### config.mk
export PLATFORM = sky130hd
export DESIGN_NAME = wave_monitor
export DESIGN_NICKNAME = d
export VERILOG_FILES = /design/src/rtl/wave_monitor.sv
export SDC_FILE = /design/constraint.sdc
export NUM_CORES = 1
export LEC_CHECK = 0
export ABC_AREA = 1
export BUFFER_PORTS_ARGS = -buffer_cell sky130_fd_sc_hd__buf_2
export CAP_MARGIN = 20
export CORE_ASPECT_RATIO = 1.2
export CORE_MARGIN = 4
export CORE_UTILIZATION = 30
export DETAILED_ROUTE_END_ITERATION = 7
export GPL_ROUTABILITY_DRIVEN = 0
export HOLD_SLACK_MARGIN = 0.12
export PLACE_DENSITY_LB_ADDON = 0.2
export SLEW_MARGIN = 20
export SYNTH_ARGS = -nofsm -noshare
export SYNTH_HDL_FRONTEND = slang
export SYNTH_SLANG_ARGS = --single-unit
### constraint.sdc
create_clock -name i_clk -period 4 [get_ports i_clk]
set_clock_uncertainty 0.05 [all_clocks]
set_input_delay 0.2 -clock i_clk [delete_from_list [all_inputs] [get_ports i_clk]]
set_output_delay 0.2 -clock i_clk [all_outputs]
set_load 0.005 [all_outputs]
### src/rtl/wave_monitor.sv
// Measures the sampled generator waveform one period at a time. A period runs from one rising
// threshold crossing to the next. Each complete period is reported with its shape class, length,
// minimum and maximum. The lock flag rises when two consecutive reports agree.
module wave_monitor #(
  parameter int unsigned WIDTH    = 5,
  parameter int unsigned PERIOD_W = 8,
  parameter int unsigned THRESH   = 10
) (
  input  logic                i_clk,
  input  logic                i_rst,
  input  logic                i_sample_en,
  input  logic [WIDTH-1:0]    i_wave,
  output logic                o_meas_valid,
  output logic [1:0]          o_shape,
  output logic [PERIOD_W-1:0] o_period,
  output logic [WIDTH-1:0]    o_wave_min,
  output logic [WIDTH-1:0]    o_wave_max,
  output logic                o_locked
);

  localparam logic [PERIOD_W-1:0] CntMax    = '1;
  localparam logic [WIDTH:0]      ThreshV   = THRESH[WIDTH:0];
  localparam logic [1:0]          ShSquare  = 2'd0;
  localparam logic [1:0]          ShSaw     = 2'd1;
  localparam logic [1:0]          ShTri     = 2'd2;
  localparam logic [1:0]          ShUnknown = 2'd3;

  typedef enum logic [1:0] {StIdle, StArm, StMeasure} state_e;

  state_e                r_state, w_state_d;
  logic [WIDTH-1:0]      r_prev, w_prev_d;
  logic [PERIOD_W-1:0]   r_cnt, w_cnt_d;
  logic [WIDTH-1:0]      r_min, w_min_d, r_max, w_max_d;
  logic [PERIOD_W-1:0]   r_up, w_up_d, r_down, w_down_d;
  logic [1:0]            r_jumps, w_jumps_d;
  logic                  r_meas_valid, w_meas_valid_d;
  logic [1:0]            r_shape, w_shape_d;
  logic [PERIOD_W-1:0]   r_period, w_period_d;
  logic [WIDTH-1:0]      r_wave_min, w_wave_min_d, r_wave_max, w_wave_max_d;
  logic                  r_locked, w_locked_d;
  logic [1:0]            r_last_shape, w_last_shape_d;
  logic [PERIOD_W-1:0]   r_last_period, w_last_period_d;

  logic signed [WIDTH:0] w_delta;
  logic                  w_is_up, w_is_down, w_is_jump, w_cross;
  logic [PERIOD_W-1:0]   w_up_inc, w_down_inc, w_cnt_inc;
  logic [1:0]            w_jumps_inc;
  logic [WIDTH-1:0]      w_min_upd, w_max_upd;
  logic                  w_report;
  logic [1:0]            w_rep_shape;
  logic [PERIOD_W-1:0]   w_rep_period;
  logic [WIDTH-1:0]      w_rep_min, w_rep_max;

  function automatic logic [1:0] classify(input logic [PERIOD_W-1:0] up,
                                          input logic [PERIOD_W-1:0] down,
                                          input logic [1:0]          jumps);
    if (up == '0 && down == '0 && jumps != 2'd0) return ShSquare;
    if (up != '0 && down == '0 && jumps == 2'd1) return ShSaw;
    if (up != '0 && down != '0 && jumps == 2'd0) return ShTri;
    return ShUnknown;
  endfunction

  // Per-sample step classification, crossing detect and saturating counter increments.
  always_comb begin
    w_delta     = $signed({1'b0, i_wave}) - $signed({1'b0, r_prev});
    w_is_up     = (w_delta == {{WIDTH{1'b0}}, 1'b1});
    w_is_down   = (w_delta == {(WIDTH + 1){1'b1}});
    w_is_jump   = !w_is_up && !w_is_down && (w_delta != '0);
    w_cross     = ({1'b0, r_prev} < ThreshV) && ({1'b0, i_wave} >= ThreshV);
    w_up_inc    = (w_is_up && r_up != CntMax) ? r_up + 1'b1 : r_up;
    w_down_inc  = (w_is_down && r_down != CntMax) ? r_down + 1'b1 : r_down;
    w_jumps_inc = (w_is_jump && r_jumps != 2'd3) ? r_jumps + 2'd1 : r_jumps;
    w_cnt_inc   = (r_cnt != CntMax) ? r_cnt + 1'b1 : r_cnt;
    w_min_upd   = (i_wave < r_min) ? i_wave : r_min;
    w_max_upd   = (i_wave > r_max) ? i_wave : r_max;
  end

  // FSM next state, period statistics and report generation.
  always_comb begin
    w_state_d       = r_state;
    w_prev_d        = r_prev;
    w_cnt_d         = r_cnt;
    w_min_d         = r_min;
    w_max_d         = r_max;
    w_up_d          = r_up;
    w_down_d        = r_down;
    w_jumps_d       = r_jumps;
    w_meas_valid_d  = 1'b0;
    w_shape_d       = r_shape;
    w_period_d      = r_period;
    w_wave_min_d    = r_wave_min;
    w_wave_max_d    = r_wave_max;
    w_locked_d      = r_locked;
    w_last_shape_d  = r_last_shape;
    w_last_period_d = r_last_period;
    w_report        = 1'b0;
    w_rep_shape     = ShUnknown;
    w_rep_period    = '0;
    w_rep_min       = '0;
    w_rep_max       = '0;

    if (i_sample_en) begin
      w_prev_d = i_wave;
      unique case (r_state)
        StIdle: w_state_d = StArm;
        StArm: begin
          if (w_cross) begin
            w_state_d = StMeasure;
            w_cnt_d   = {{(PERIOD_W - 1){1'b0}}, 1'b1};
            w_min_d   = i_wave;
            w_max_d   = i_wave;
            w_up_d    = '0;
            w_down_d  = '0;
            w_jumps_d = '0;
          end
        end
        StMeasure: begin
          if (w_cross) begin
            // Min/max exclude the ending sample; step counts include its transition.
            w_report     = 1'b1;
            w_rep_shape  = classify(w_up_inc, w_down_inc, w_jumps_inc);
            w_rep_period = r_cnt;
            w_rep_min    = r_min;
            w_rep_max    = r_max;
            w_cnt_d      = {{(PERIOD_W - 1){1'b0}}, 1'b1};
            w_min_d      = i_wave;
            w_max_d      = i_wave;
            w_up_d       = '0;
            w_down_d     = '0;
            w_jumps_d    = '0;
          end else begin
            w_cnt_d   = w_cnt_inc;
            w_min_d   = w_min_upd;
            w_max_d   = w_max_upd;
            w_up_d    = w_up_inc;
            w_down_d  = w_down_inc;
            w_jumps_d = w_jumps_inc;
            if (w_cnt_inc == CntMax) begin
              // No crossing within the counter range: give up and re-arm.
              w_report     = 1'b1;
              w_rep_shape  = ShUnknown;
              w_rep_period = CntMax;
              w_rep_min    = w_min_upd;
              w_rep_max    = w_max_upd;
              w_state_d    = StArm;
            end
          end
        end
        default: w_state_d = StIdle;
      endcase
    end

    if (w_report) begin
      w_meas_valid_d  = 1'b1;
      w_shape_d       = w_rep_shape;
      w_period_d      = w_rep_period;
      w_wave_min_d    = w_rep_min;
      w_wave_max_d    = w_rep_max;
      w_locked_d      = (w_rep_shape != ShUnknown) && (w_rep_shape == r_last_shape) &&
                        (w_rep_period == r_last_period);
      w_last_shape_d  = w_rep_shape;
      w_last_period_d = w_rep_period;
    end
  end

  // State and output registers with synchronous reset.
  always_ff @(posedge i_clk) begin
    if (i_rst) begin
      r_state       <= StIdle;
      r_prev        <= '0;
      r_cnt         <= '0;
      r_min         <= '0;
      r_max         <= '0;
      r_up          <= '0;
      r_down        <= '0;
      r_jumps       <= '0;
      r_meas_valid  <= 1'b0;
      r_shape       <= '0;
      r_period      <= '0;
      r_wave_min    <= '0;
      r_wave_max    <= '0;
      r_locked      <= 1'b0;
      r_last_shape  <= ShUnknown;
      r_last_period <= '0;
    end else begin
      r_state       <= w_state_d;
      r_prev        <= w_prev_d;
      r_cnt         <= w_cnt_d;
      r_min         <= w_min_d;
      r_max         <= w_max_d;
      r_up          <= w_up_d;
      r_down        <= w_down_d;
      r_jumps       <= w_jumps_d;
      r_meas_valid  <= w_meas_valid_d;
      r_shape       <= w_shape_d;
      r_period      <= w_period_d;
      r_wave_min    <= w_wave_min_d;
      r_wave_max    <= w_wave_max_d;
      r_locked      <= w_locked_d;
      r_last_shape  <= w_last_shape_d;
      r_last_period <= w_last_period_d;
    end
  end

  assign o_meas_valid = r_meas_valid;
  assign o_shape      = r_shape;
  assign o_period     = r_period;
  assign o_wave_min   = r_wave_min;
  assign o_wave_max   = r_wave_max;
  assign o_locked     = r_locked;

endmodule

# Word level (Yosys, flattened, before mapping)
# Index checks and enable logic that the tools add are counted.
# classes
n_lt_le_gt_ge	4
n_reduce_logical	27
addsub	5
eq_ne	16
n_mux	67
# ops
op	count
8-bit 2-to-1 mux	12
5-bit 2-to-1 mux	13
8-bit one-hot mux with 2 select lines	3
2-bit 2-to-1 mux	15
8-bit by 1-bit adder with 8-bit output, second input constant	3
8-bit != test, second input constant	3
1-bit 2-to-1 mux	20
5-bit one-hot mux with 2 select lines	2
8-bit logical NOT	2
8-bit nonzero test	2
1-bit logical AND	14
2-bit != test, second input constant	5
8-bit == test	1
8-bit == test, second input constant	1
6-bit by 1-bit == test with 1-bit output, second input constant	1
6-bit == test, second input constant	1
2-bit one-hot mux with 3 select lines	1
6-bit nonzero test	1
5-bit by 5-bit subtractor with 6-bit output	1
5-bit by 4-bit greater-or-equal comparator with 1-bit output, second input constant	1
5-bit greater-than comparator	1
5-bit by 4-bit less-than comparator with 1-bit output, second input constant	1
5-bit less-than comparator	1
2-bit by 1-bit == test with 1-bit output, second input constant	2
other kinds (9)	12
# totals
register_bits	67
elab_cells	134
output_inout_bits	22

# Longest topological paths before layout
# logic_depth
depth_word	31
mapped_depth	25

# Least setup slack after synthesis
# OpenSTA, ideal clock, no wires.
# synth_timing
kind	register to register
startpoint	register r_prev[0]
endpoint	register r_locked (netlist: o_locked)
t_arrival_ns	2.425
setup_time_ns	0.128
slack_ns	1.397
path_stages_with_launch	22
synth_period_minus_slack_ns	2.603
n_path_buf	1
cell_sequence	dfxtp_1 ha_1 fa_1 inv_1 nand2_1 nor2_4 nand3_4 nor2_8 buf_8 nand3_1 nand2_1 nand2_1 nor2_2 nand3_2 nor2_4 nand2_1 nand2_1 nand2_1 nand2_1 nor2_1 nor2_1 nor2_1
# synth_via
elab_chain_cells	24
elab_cells_between_ends	63
# synth_lines
item	line	rtl
start: declaration	31	logic [WIDTH-1:0] r_prev, w_prev_d;
start signal: assignment	187	r_prev <= w_prev_d;
5-bit by 5-bit subtractor with 6-bit output	65	w_delta = $signed({1'b0, i_wave}) - $signed({1'b0, r_prev});
6-bit by 1-bit == test with 1-bit output or 6-bit == test (tied branches)	66, 67	
1-bit logical NOT	68	w_is_jump = !w_is_up && !w_is_down && (w_delta != '0);
1-bit logical AND (2 in a row)	68	
1-bit logical AND	72	w_jumps_inc = (w_is_jump && r_jumps != 2'd3) ? r_jumps + 2'd1 : r_jumps;
2-bit 2-to-1 mux	72	
2-bit logical NOT	59	if (up != '0 && down != '0 && jumps == 2'd0) return ShTri;
1-bit logical AND	59	
[6 not listed]	-	
2-bit 2-to-1 mux	60	return ShUnknown;
2-bit 2-to-1 mux	59	
2-bit 2-to-1 mux	58	if (up != '0 && down == '0 && jumps == 2'd1) return ShSaw;
2-bit 2-to-1 mux	118	if (w_cross) begin
2-bit 2-to-1 mux	104	unique case (r_state)
2-bit 2-to-1 mux	102	if (i_sample_en) begin
2-bit != test or 2-bit == test (tied branches)	159	w_locked_d = (w_rep_shape != ShUnknown) && (w_rep_shape == r_last_shape) &&
1-bit logical AND (2 in a row)	159	
end signal: assignment	199	r_locked <= w_locked_d;
end: declaration	40	logic r_locked, w_locked_d;
# Parallel ways exist; a longest one is shown, timed or not. The select of a mux whose other input is x is not followed.
# A chain may end at the register's enable or synchronous reset.

# Worst setup path after layout
# Same ends and word-level chain as after synthesis.

==> flow_metrics.tcl <==
set metrics [dict create \
    cts.sinks 67 \
    path_clk_slew_ns 0.06 \
    vdd_drop_max_uv 214 \
    final_cell_mix "nand2_1, inv_1, a21oi_1, dfxtp_1, nor2_1" \
    vias 4500 \
    p_total_mw 1.95 \
    core_mm2 0.0151 \
    holdPathStages 2 \
    rsz0062_at_grt "false" \
    cp.arrival_ns 3.11 \
    drc 0 \
    place_inst 948 \
    chipWidth_um 121 \
    min_path_type "input port to flip-flop" \
    worstHoldEndpoint "r_prev[0]" \
    syn_avg_cell_area_um2 6.35 \
    final_common_cell "nand2_1" \
    tritoncts "yes" \
    drive_above_1_share_pct 13.4 \
    synthCells 730 \
    start_kind "flip-flop" \
    area_growth_pct 14.8 \
    status "finished clean" \
    yosys.cell_types.count 41 \
    crit_path_end_kind "flip-flop" \
    synth_area_mm2 0.00463 \
    synth_fp_nets 757 \
    worst-path-max-fanout 18 \
    p_leak_nw 2.45 \
    ff2ff_path_depth 23 \
    hold_violations 0 \
    cts_root_buffer "clkbuf_16" \
    diodes 0 \
    ios 30 \
    grt_antenna_before_repair 0 \
    clk_path_buf_depth 2 \
    cts_setup_buffers 0 \
    overflow 0 \
    ctsHoldBuffers 0 \
    final_nets 782 \
    grt_pass1_vias 4320 \
    drt-pass1-iter-count 4 \
    grt_max_degree 46 \
    yosys_warnings 0 \
    wl_per_cell_um 12.5 \
    grt_pass1_wl_um 20700 \
    period_share_pct 71.9 \
    synth-edff-count 0 \
    rows 49 \
    ys_async_sr_fraction_pct 0 \
    max_cap_violations 0 \
    ys_seq_elements 67 \
    synthFlopType "dfxtp_1" \
    wirelength_um 12000 \
    setup_viol 0 \
    io_buffers 29 \
    drt_iter0_markers 255 \
    crit_required_ns 4.23 \
    synth_seq_area_share_pct 28.9 \
    clkLatencyLatePin_ns 0.35 \
    fillers 1717 \
    worstMarginPinSlew_ns 0.792 \
    h-tree-depth 3 \
    r2r_setup_slack_ns 1.12 \
    ant_nets 0 \
    start_util_pct 30.7 \
    max_freq_mhz 348 \
    die_h_um 144 \
    path_class "flip-flop to flip-flop" \
    fin_cells 964 \
    post-dp-hpwl_um 8540 \
    worstHoldStart "i_sample_en" \
    slew_headroom_pct 47.2 \
    final_cell_area_mm2 0.00532 \
    reg2reg_to "o_locked" \
    vias_per_cell 4.67 \
    dpl_cell_area_mm2 0.00498 \
    dieArea_mm2 0.0175 \
    drv_slew 0 \
    grtUsageTotal_pct 14.6 \
    fin_setup_tns_ns 0 \
    ctsResizeCount 0 \
    p_per_area_mw_per_mm2 367 \
    timing.rr.start "r_prev[0]" \
    cts_made_buffers 9 \
    fin_crit_ns 2.88 \
]
==> through the flow <==
step	hold slack [ns]	worst slack, ns	utilization (%)
final	0.141	1.12	35.3
after CTS	0.128	1.11	35.3
after detailed placement	0.423	0.950	33.0
after floorplan	0.298	1.40	-
after global placement	0.416	0.963	33.0
after global routing	0.176	0.745	35.3
==> where the power goes <==
group          switching [mW]  internal (mW)
sequential             0.0145          0.689
combinational           0.205         0.0995
clock                   0.332          0.610
total                   0.552           1.40
==> cell usage after synthesis (2+ instances only) <==
cell / instances / area, um2
buf_2: 7 / 35.0
ha_1: 18 / 225
clkbuf_1: 13 / 48.8
buf_8: 2 / 30.0
nand2_4: 3 / 33.8
xor2_1: 9 / 78.8
a211oi_1: 12 / 90.1
dfxtp_1: 67 / 1340
nand3_1: 40 / 200
nor2_1: 66 / 248
nand4_1: 7 / 43.8
nand3b_1: 4 / 30.0
xnor2_1: 2 / 17.5
nand3_2: 9 / 90.1
or2_2: 2 / 12.5
inv_1: 86 / 323
nor3_1: 3 / 15.0
nand2_2: 6 / 37.5
o221a_2: 4 / 45.0
o211ai_1: 3 / 22.5
o21ai_2: 2 / 17.5
nor2_2: 5 / 31.3
nor2_4: 4 / 45.0
a21oi_1: 75 / 375
nand2_1: 227 / 852
o21ai_0: 30 / 150
inv_2: 8 / 30.0
a21oi_2: 3 / 26.3
==> per-layer routing <==
metal / part of all wire, % / global-route usage (%) / wire length (um)
met2: 47 / 24.5 / 5670
met1: 48 / 18.4 / 5760
met3: 3.3 / 2.74 / 401
met4: 1.6 / 6.31 / 193
met5: 0 / 0 / 0
==> flip-flops by register name, indices dropped and copies added (netlist names) <==
register       flops
r_cnt              8
r_down             8
r_last_period      8
r_up               8
o_wave_max         5
o_wave_min         5
r_max              5
r_min              5
r_prev             5
o_shape            2
r_jumps            2
r_last_shape       2
r_state            2
o_locked           1
o_meas_valid       1
==> worst max-delay path: stages (launching register included) <==
cell and delay (ns):
dfxtp_1 0.31, ha_1 0.21, fa_1 0.40, inv_1 0.08
nand3_1 0.10, nand2_1 0.11, nand2_1 0.06, nand2_2 0.07
nand2_2 0.08, nor2_8 0.23, nand2_1 0.11, nand2_1 0.07
nand2_1 0.06, nor2_1 0.11, nand2_1 0.07, nor2_1 0.13
nand3_1 0.09, nand2_1 0.08, nand2_1 0.07, nand2_1 0.06
nand2_1 0.05, nor2_1 0.08, nor2_1 0.04, nor2_1 0.07
==> worst max path at each step <==
stage | end | cells past startpoint | startpoint
after CTS | o_locked | 23 | r_prev[0]
final | o_locked | 23 | r_prev[0]
after global placement | o_locked | 23 | i_wave[0]
after global routing | o_locked | 22 | r_prev[0]
after floorplan | o_locked | 21 | r_prev[0]
after detailed placement | o_locked | 23 | i_wave[0]
==> cells by family (layout without fill, tap and decap cells) <==
logic type / Yosys count / count (layout) / synth area share, %
AOI/OAI and AO/OA: 135 / 135 / 16.7
xor gates and xnor gates: 11 / 11 / 2.08
adders and majority gates: 19 / 19 / 5.29
buffers and inverters: 118 / 148 / 10.3
DFF: 67 / 67 / 28.9
and+or+nand+nor: 380 / 380 / 36.7
==> cell type report <==
type	instances	area (um2)	area share, %
repair buffers	38	213	4.00
clock inverters	6	114	2.14
well taps	204	255	4.80
clock buffers	10	229	4.30
flip-flops and latches	67	1340	25.2
multi-input cells	545	2820	52.9
inverters	94	353	6.63
Power figures use the tool's default switching activity.
